===== config.mk =====
export PLATFORM = sky130hd
export DESIGN_NAME = digit_scan_ctrl
export DESIGN_NICKNAME = d
export VERILOG_FILES = /design/src/rtl/digit_scan_ctrl.sv
export SDC_FILE = /design/constraint.sdc
export NUM_CORES = 1
export LEC_CHECK = 0
export CAP_MARGIN = 20
export CORE_MARGIN = 3
export CORE_UTILIZATION = 50
export CTS_BUF_LIST = sky130_fd_sc_hd__clkbuf_4 sky130_fd_sc_hd__clkbuf_8 sky130_fd_sc_hd__clkbuf_16
export DETAILED_ROUTE_END_ITERATION = 6
export GPL_TIMING_DRIVEN = 0
export PLACE_DENSITY_LB_ADDON = 0.12
export SYNTH_ARGS = -nofsm -noshare
export SYNTH_HDL_FRONTEND = slang
export SYNTH_SLANG_ARGS = --single-unit

===== constraint.sdc =====
create_clock -name CLK -period 5.5 [get_ports CLK]
set_input_delay 1.1 -clock CLK [delete_from_list [all_inputs] [get_ports CLK]]
set_output_delay 1.1 -clock CLK [all_outputs]
set_load 0.1 [all_outputs]

===== src/rtl/digit_scan_ctrl.sv =====
// Time-multiplexed digit scanner with PWM brightness, frame-coherent data snapshot and hex decode.
// Optional leading-zero blanking is compiled in when SCAN_LZ_BLANK_EN is defined.
module digit_scan_ctrl #(
    parameter int NUM_DIGITS = 4,
    parameter int DIV_TICKS  = 31_250
) (
    input  logic                    CLK,
    input  logic                    RST_N,
    input  logic [4*NUM_DIGITS-1:0] digits,
    input  logic [NUM_DIGITS-1:0]   dp_in,
    input  logic [3:0]              brightness,
    input  logic                    enable,
    input  logic                    blank_lz,
    output logic [NUM_DIGITS-1:0]   an,
    output logic [6:0]              seg,
    output logic                    dp,
    output logic [3:0]              noteKey,
    output logic [2:0]              scan_idx,
    output logic                    frame_tick
);

    localparam int DIV_W = $clog2(DIV_TICKS);

    logic [DIV_W-1:0]        div;
    logic [3:0]              phase;
    logic [2:0]              idx;
    logic [3:0]              slot_bright;
    logic [4*NUM_DIGITS-1:0] snap_digits;
    logic [NUM_DIGITS-1:0]   snap_dp;
    logic                    loaded;

    logic                    div_term;
    logic                    phase_wrap;
    logic                    idx_wrap;
    logic [3:0]              cur_key;
    logic                    cur_dp;
    logic                    cur_upper_zero;
    logic                    blank_now;
    logic [NUM_DIGITS-1:0]   an_next;

    assign div_term   = (div == DIV_W'(DIV_TICKS - 1));
    assign phase_wrap = div_term && (phase == 4'd15);
    assign idx_wrap   = phase_wrap && (idx == 3'(NUM_DIGITS - 1));

    function automatic logic [6:0] hex_to_seg(input logic [3:0] v);
        logic [6:0] s;
        case (v)
            4'h0: s = 7'b1000000;
            4'h1: s = 7'b1111001;
            4'h2: s = 7'b0100100;
            4'h3: s = 7'b0110000;
            4'h4: s = 7'b0011001;
            4'h5: s = 7'b0010010;
            4'h6: s = 7'b0000010;
            4'h7: s = 7'b1111000;
            4'h8: s = 7'b0000000;
            4'h9: s = 7'b0010000;
            4'hA: s = 7'b0001000;
            4'hB: s = 7'b0000011;
            4'hC: s = 7'b1000110;
            4'hD: s = 7'b0100001;
            4'hE: s = 7'b0000110;
            default: s = 7'b0001110;
        endcase
        return s;
    endfunction

    // Select the current slot's snapshot data and its anode; upper_zero means digits idx..top are all 0.
    always_comb begin
        cur_key        = 4'd0;
        cur_dp         = 1'b0;
        cur_upper_zero = 1'b0;
        an_next        = '1;
        for (int i = 0; i < NUM_DIGITS; i++) begin
            if (idx == 3'(i)) begin
                cur_key        = snap_digits[4*i +: 4];
                cur_dp         = snap_dp[i];
                cur_upper_zero = ((snap_digits >> (4*i)) == '0);
                if (enable && (phase <= slot_bright))
                    an_next[i] = 1'b0;
            end
        end
    end

`ifdef SCAN_LZ_BLANK_EN
    assign blank_now = blank_lz && (idx != 3'd0) && cur_upper_zero;
`else
    logic lz_unused;
    assign lz_unused = blank_lz ^ cur_upper_zero;
    assign blank_now = 1'b0;
`endif

    // Counters, snapshot capture and all display outputs update together so anode and segments never skew.
    always_ff @(posedge CLK or negedge RST_N) begin
        if (!RST_N) begin
            div         <= '0;
            phase       <= 4'd0;
            idx         <= 3'd0;
            slot_bright <= 4'd0;
            snap_digits <= '0;
            snap_dp     <= '0;
            loaded      <= 1'b0;
            an          <= '1;
            seg         <= 7'b1111111;
            dp          <= 1'b1;
            noteKey     <= 4'd0;
            scan_idx    <= 3'd0;
            frame_tick  <= 1'b0;
        end else begin
            loaded <= 1'b1;
            div    <= div_term ? '0 : div + 1'b1;
            if (div_term)
                phase <= phase + 4'd1;
            if (phase_wrap)
                idx <= idx_wrap ? 3'd0 : idx + 3'd1;
            frame_tick <= idx_wrap;
            if (!loaded || idx_wrap) begin
                snap_digits <= digits;
                snap_dp     <= dp_in;
            end
            if (!loaded || phase_wrap)
                slot_bright <= brightness;
            an       <= an_next;
            seg      <= blank_now ? 7'b1111111 : hex_to_seg(cur_key);
            dp       <= ~cur_dp;
            noteKey  <= cur_key;
            scan_idx <= idx;
        end
    end

endmodule

==> impl_metrics.tcl, run 1 <==
set metrics [dict create \
    run_status "completed" \
    synth_top_cell_area_share_pct 44.3 \
    hold_class "flop to flop" \
    worstPathRequired_ps 4400 \
    crit_path_end_kind "primary output" \
    die_w_um 84.8 \
    slew_viol_final 0 \
    synth_area_sq_um 3110 \
    postCtsHoldBufs 0 \
    h-tree-depth 3 \
    ant_nets 0 \
    worst_path_max_delay_cell "clkdlybuf4s50_1" \
    crit_chain "clkdlybuf4s50_1" \
    grt_start_max_net_pins 68 \
    drt-vias-per-instance 5.15 \
    rr_worst_depth 8 \
    period_needed_ps 3080 \
    drc_errors 0 \
    clk_latency_ps 340 \
    crit_path_max_incr_delay_ps 1120 \
    fin_nets 345 \
    cts_setup_buffers 0 \
    min_period_over_period_pct 56.0 \
    drtIter0Drc 50 \
    synth.distinct_cells 42 \
    synth_nets 288 \
    clockBufferDepth 2 \
    r2r-end "seg[3]" \
    hold_path.startpoint "snap_dp[3]" \
    port_buffers 46 \
    yosys-top-cells-area "dfrtp_1, dfstp_2, ha_1, mux2_4, mux2_1" \
    die_h_um 84.8 \
    rsz0062_at_grt "false" \
    holdPathStages 1 \
    crit_arrival_ps 1980 \
    clock-sinks 67 \
    track_usage_pct 16.6 \
    firstDrtPassIters 4 \
    first_global_vias 1910 \
    wire_per_inst_um 14.1 \
    grt_pass1_wl_mm 9.25 \
    initial_core_util_pct 52.1 \
    path_class "flop to primary output" \
    yosys_warnings 0 \
    skew_ps 11.4 \
    place_congestion 0.806 \
    tns_ps 0 \
    routed_wl_mm 5.33 \
    diodes 0 \
    grt-ovfl-total 0 \
    r2r_slack_ps 2440 \
    dpl.hpwl_mm 3.89 \
    drive_gt1_share_pct 17.5 \
    async_reset_ff_share_pct 100 \
    seq_area_frac_synth_pct 54.5 \
    synth-edff-count 0 \
    p_per_area_nw_per_um2 315 \
    post_cts_resized 0 \
    area_growth_pct 25.1 \
    hold_violations 0 \
    slew-limit-headroom_pct 35.3 \
    syn_inst 241 \
    cp_top_family "buffers and inverters" \
    holdPathEnd "dp" \
    cts_tree "done" \
    rows 28 \
    leakage_nw 1.75 \
    crit_buf_inv 1 \
    r2r-start "idx[0]" \
    numCtsBuffers 9 \
    crit_fanout 1 \
    ios 48 \
    clk_pin_slew_worst_paths_ps 80 \
    finalSetupViolCount 0 \
    ir_worst_vdd_mv 0.201 \
    vias 1948 \
    cts_root_buffer "clkbuf_8" \
    ys.flop_type "dfrtp_1" \
    die_area_sq_um 7190 \
    drv_cap 0 \
    core-area_sq_um 5960 \
    whs_ps 444 \
    synth_top_cell_by_area "dfrtp_1" \
    antenna_found_initial 0 \
    synth-seq-cells 67 \
    max_freq_mhz 325 \
    tightestPinTransition_ps 967 \
    syn_area_per_cell_sq_um 12.9 \
    worstSetupStartpointType "flop" \
]
flip-flops by register name, indices dropped and copies added, names as in the netlist:
name / cells
idx: 3
seg: 7
scan_idx: 3
slot_bright: 4
loaded: 1
snap_digits: 16
an: 4
snap_dp: 4
dp: 1
phase: 4
div: 15
frame_tick: 1
noteKey: 4
metal layers:
metal | vias to the layer above | part of all wire [%] | track usage [%]
li1 | 960 | - | -
met2 | 41 | 47 | 23.9
met1 | 940 | 47 | 23.5
met5 | - | 0 | 0
met3 | 7 | 4.5 | 5.05
met4 | 0 | 1.4 | 6.91
kinds of logic after synthesis:
group / count (synthesis) / synth area share [%]
DFF: 67 / 54.5
and+or+nand+nor: 57 / 11.0
muxes: 31 / 12.7
AOI/OAI and AO/OA: 26 / 6.16
buffers and inverters: 24 / 3.42
adders and majority gates: 19 / 7.66
xor gates and xnor gates: 16 / 4.51
other: 1 / 0.121
report_power, final:
part	internal (mW)	total [mW]	switching [mW]
Clock	0.267	0.451	0.184
Combinational	0.0789	0.229	0.150
Sequential	0.531	0.543	0.0126
per-stage QoR:
step / util, % / power [mW] / area [sq um] / std cells / setup slack (ps)
2_1_floorplan: - / 0.716 / 3110 / 241 / 2980
3_3_place_gp: 61.4 / 0.780 / 3660 / 362 / 1230
3_5_place_dp: 61.4 / 0.784 / 3660 / 362 / 2500
4_1_cts: 65.2 / 1.24 / 3880 / 378 / 2390
5_1_grt: 65.2 / 1.27 / 3880 / 378 / 2120
6_report: 65.2 / 1.22 / 3880 / 378 / 2420
worst reg2reg max path, cell delays in order, from the launching register on:
cell	delay (ps)
dfrtp_1	440
ha_1	180
ha_1	130
clkbuf_1	360
nor2_1	210
a32oi_1	660
inv_1	240
ha_1	320
mux4_2	460
worst max path at each step:
stage,start,cells past startpoint,to,slack (ps)
2_1_floorplan,idx[0],8,seg[3],2980
3_3_place_gp,RST_N,1,snap_dp[0],1230
3_5_place_dp,idx[0],8,seg[3],2500
4_1_cts,an[1],1,an[1],2390
5_1_grt,idx[0],8,seg[3],2120
6_report,dp,1,dp,2420
layout by cell type (no fill, tap or decap), types with 3 or more instances in the layout:
| master | n |
|---|---|
| a221o_1 | 3 |
| a32oi_1 | 4 |
| and3_1 | 5 |
| clkbuf_1 | 5 |
| clkbuf_8 | 10 |
| clkdlybuf4s50_1 | 45 |
| dfrtp_1 | 55 |
| dfstp_2 | 12 |
| ha_1 | 19 |
| inv_1 | 16 |
| mux2_1 | 10 |
| mux2_2 | 6 |
| mux2_4 | 10 |
| mux2i_1 | 4 |
| nand2_1 | 9 |
| nand2b_1 | 5 |
| nand3_1 | 9 |
| nand4_1 | 7 |
| nor2_1 | 10 |
| o21ai_0 | 5 |
| xnor2_1 | 9 |
| xor2_1 | 7 |
final cells by class:
type / instances / area [sq um]
multi-input combinational: 150 / 1310
fill: 495 / 2070
timing repair buffer: 46 / 458
inverter: 16 / 60.1
buffer: 8 / 46.3
clock inverter: 6 / 88.8
tap: 75 / 93.8
clock buffer: 10 / 138
sequential: 67 / 1690
synth_stat cells (2+ instances only):
cell / instances
nor3_1: 2
a32oi_1: 4
nor2b_1: 2
and3_1: 5
dfstp_2: 12
nand2b_1: 5
nand3b_1: 2
o22ai_1: 2
nand4_1: 7
a221o_1: 3
o21ai_0: 5
nor2_1: 10
xnor2_1: 9
ha_1: 19
buf_6: 2
o21a_1: 2
mux2_2: 6
mux2_1: 10
a21oi_1: 2
xor2_1: 7
clkbuf_1: 5
a22oi_1: 2
mux2_4: 10
mux2i_1: 4
inv_1: 16
o31ai_1: 2
nand2_1: 9
dfrtp_1: 55
nand3_1: 9
Power figures use the tool's default switching activity.
==> run 2, diff against run 1 <==
CORE_UTILIZATION = 48   (was 50)
clock period = 2.6 ns   (was 5.5 ns; I/O delays follow)
==> run 2 against run 1 <==
- wire length is 5.7% higher
- sequential share of layout area is 1.3 points lower
- core utilization is 0.57 points higher
- total power is 130% higher
- clock power grew to 2.6 times the previous value
- non-clock buffer count is 1 higher
- worst setup slack worse by 2300 ps
- hold slack worse by 180 ps
- clock-buffer cell count is 1 higher
- register-to-register slack worse by 2400 ps
- critical endpoint is now snap_digits[0]
- largest cell class unchanged
==> impl_metrics.tcl, run 2 (same netlist as run 1, synthesis figures left out) <==
set metrics [dict create \
    path_class "flop to flop" \
    skew_ps 11.5 \
    reg_top3 "snap_digits (16), div (15), seg (7)" \
    place_congestion 0.786 \
    core-area_sq_um 6100 \
    ant_nets 0 \
    min_period_over_period_pct 96.7 \
    cts_root_buffer "clkbuf_8" \
    max_freq_mhz 398 \
    clock-sinks 67 \
    clk_pin_slew_worst_paths_ps 70 \
    final_cell_mix "dfrtp_1, clkdlybuf4s50_1, ha_1, inv_1, dfstp_2" \
    largest_reg_flops 16 \
    area_growth_pct 29.1 \
    tightestPinTransition_ps 974 \
    postCtsHoldBufs 0 \
    leakage_nw 1.80 \
    drv_cap 0 \
    numCtsBuffers 9 \
    crit_path_end_kind "flop" \
    hold_violations 0 \
    wire_per_inst_um 14.9 \
    die_w_um 86.4 \
    crit_path_max_incr_delay_ps 570 \
    crit_arrival_ps 2730 \
    run_status "completed" \
    finalSetupViolCount 0 \
    antenna_found_initial 0 \
    cp_top_family "simple AND/OR/NAND/NOR gates" \
    drtIter0Drc 96 \
    final_cells 379 \
    clk_latency_ps 340 \
    crit_chain "or4b_4 -> nor4_4 -> buf_4 -> nand4_4 -> o21ai_4 -> buf_6 -> mux2_4" \
    grt_start_max_net_pins 68 \
    routed_wl_mm 5.64 \
    dpl.hpwl_mm 3.91 \
    drt-vias-per-instance 5.23 \
    port_buffers 46 \
    fin_nets 346 \
    crit_buf_inv 2 \
    crit_fanout 10 \
    p_per_area_nw_per_um2 702 \
    p_total_mw 2.81 \
    worst_path_max_delay_cell "or4b_4" \
    rows 28 \
    final_common_cell "dfrtp_1" \
    grt_pass1_wl_mm 9.55 \
    initial_core_util_pct 50.9 \
    rsz0062_at_grt "false" \
    ios 48 \
    slew_viol_final 0 \
    hold_class "primary input to asynchronous set/reset pin" \
    worstPathRequired_ps 2820 \
    largest-register "snap_digits" \
    worstSetupStartpointType "flop" \
    period_needed_ps 2510 \
    h-tree-depth 3 \
    track_usage_pct 16.6 \
    first_global_vias 2014 \
    grt-ovfl-total 0 \
    post-route-util_pct 65.8 \
    vias 1983 \
    ir_worst_vdd_mv 0.516 \
    dp_cells 362 \
    die_h_um 86.4 \
    die_area_sq_um 7470 \
    whs_ps 267 \
    diodes 0 \
    drc_errors 0 \
    slew-limit-headroom_pct 34.9 \
    clockBufferDepth 2 \
    firstDrtPassIters 4 \
    cts_tree "done" \
    drive_gt1_share_pct 22.0 \
]
run 2: changes by cell type in the layout (fill, tap and decap cells not counted), moves of 2 or more:
| cell | delta |
|---|---|
| a32oi_1 | -3 |
| ha_1 | -3 |
| ha_2 | +3 |
| a32oi_2 | +2 |
| buf_4 | +2 |
| bufinv_16 | +2 |
| clkbuf_1 | -2 |
| clkinvlp_4 | -2 |
run 2: routing by layer:
| metal | GRT usage [%] | routed length, um |
|---|---|---|
| met1 | 22.4 | 2700 |
| met2 | 25.0 | 2590 |
| met3 | 4.28 | 242 |
| met4 | 8.07 | 108 |
| met5 | 0 | 0 |
run 2: cell type report:
class | instances | area [sq um]
fillers | 463 | 2090
flip-flops and latches | 67 | 1690
multi-input cells | 150 | 1370
repair buffers | 49 | 484
clock buffers | 11 | 145
clock inverters | 5 | 125
well taps | 75 | 93.8
inverters | 16 | 60.1
plain buffers | 6 | 38.8
run 2: power breakdown:
| group | leakage (nW) | switching [mW] | internal, mW |
|---|---|---|---|
| combinational | 0.856 | 0.322 | 0.177 |
| clock | 0.137 | 0.393 | 0.770 |
| sequential | 0.812 | 0.0287 | 1.12 |
| total | 1.80 | 0.744 | 2.07 |
run 2: worst paths after layout:
| check | cells past startpoint | slack [ps] | to | from |
|---|---|---|---|---|
| max | 7 | 90 | snap_digits[0] | div[2] |
| max reg2reg | 7 | 90 | snap_digits[0] | div[2] |
| min reg2reg | 0 | 460 | scan_idx[1] | idx[1] |
| min in group CLK | 0 | 460 | scan_idx[1] | idx[1] |
| min | 1 | 270 | slot_bright[1] | RST_N |
| max in group asynchronous | 1 | 1750 | idx[0] | RST_N |
run 2: metrics by stage:
step | instance area (sq um) | TNS (ps) | worst slack [ps]
floorplan | 3110 | 0 | 83.5
global placement | 3660 | -65640 | -1090
detailed placement | 3660 | -1040 | -368
CTS | 3980 | 0 | 11.4
global route | 4010 | 0 | 9.26
finish | 4010 | 0 | 85.3
run 2: repair_timing:
| item | 4_1_cts | 5_1_grt |
|---|---|---|
| setup endpoints to repair | 7 | 23 |
| pin swaps | 2 | 2 |
| resized for setup | 7 | 8 |
| buffers inserted | 2 | 1 |
==> run 3, diff against run 2 <==
CTS_CLUSTER_DIAMETER = 50   (was default)
==> results of run 3 <==
The final DEF is identical to that of run 2; final timing and power are the same.
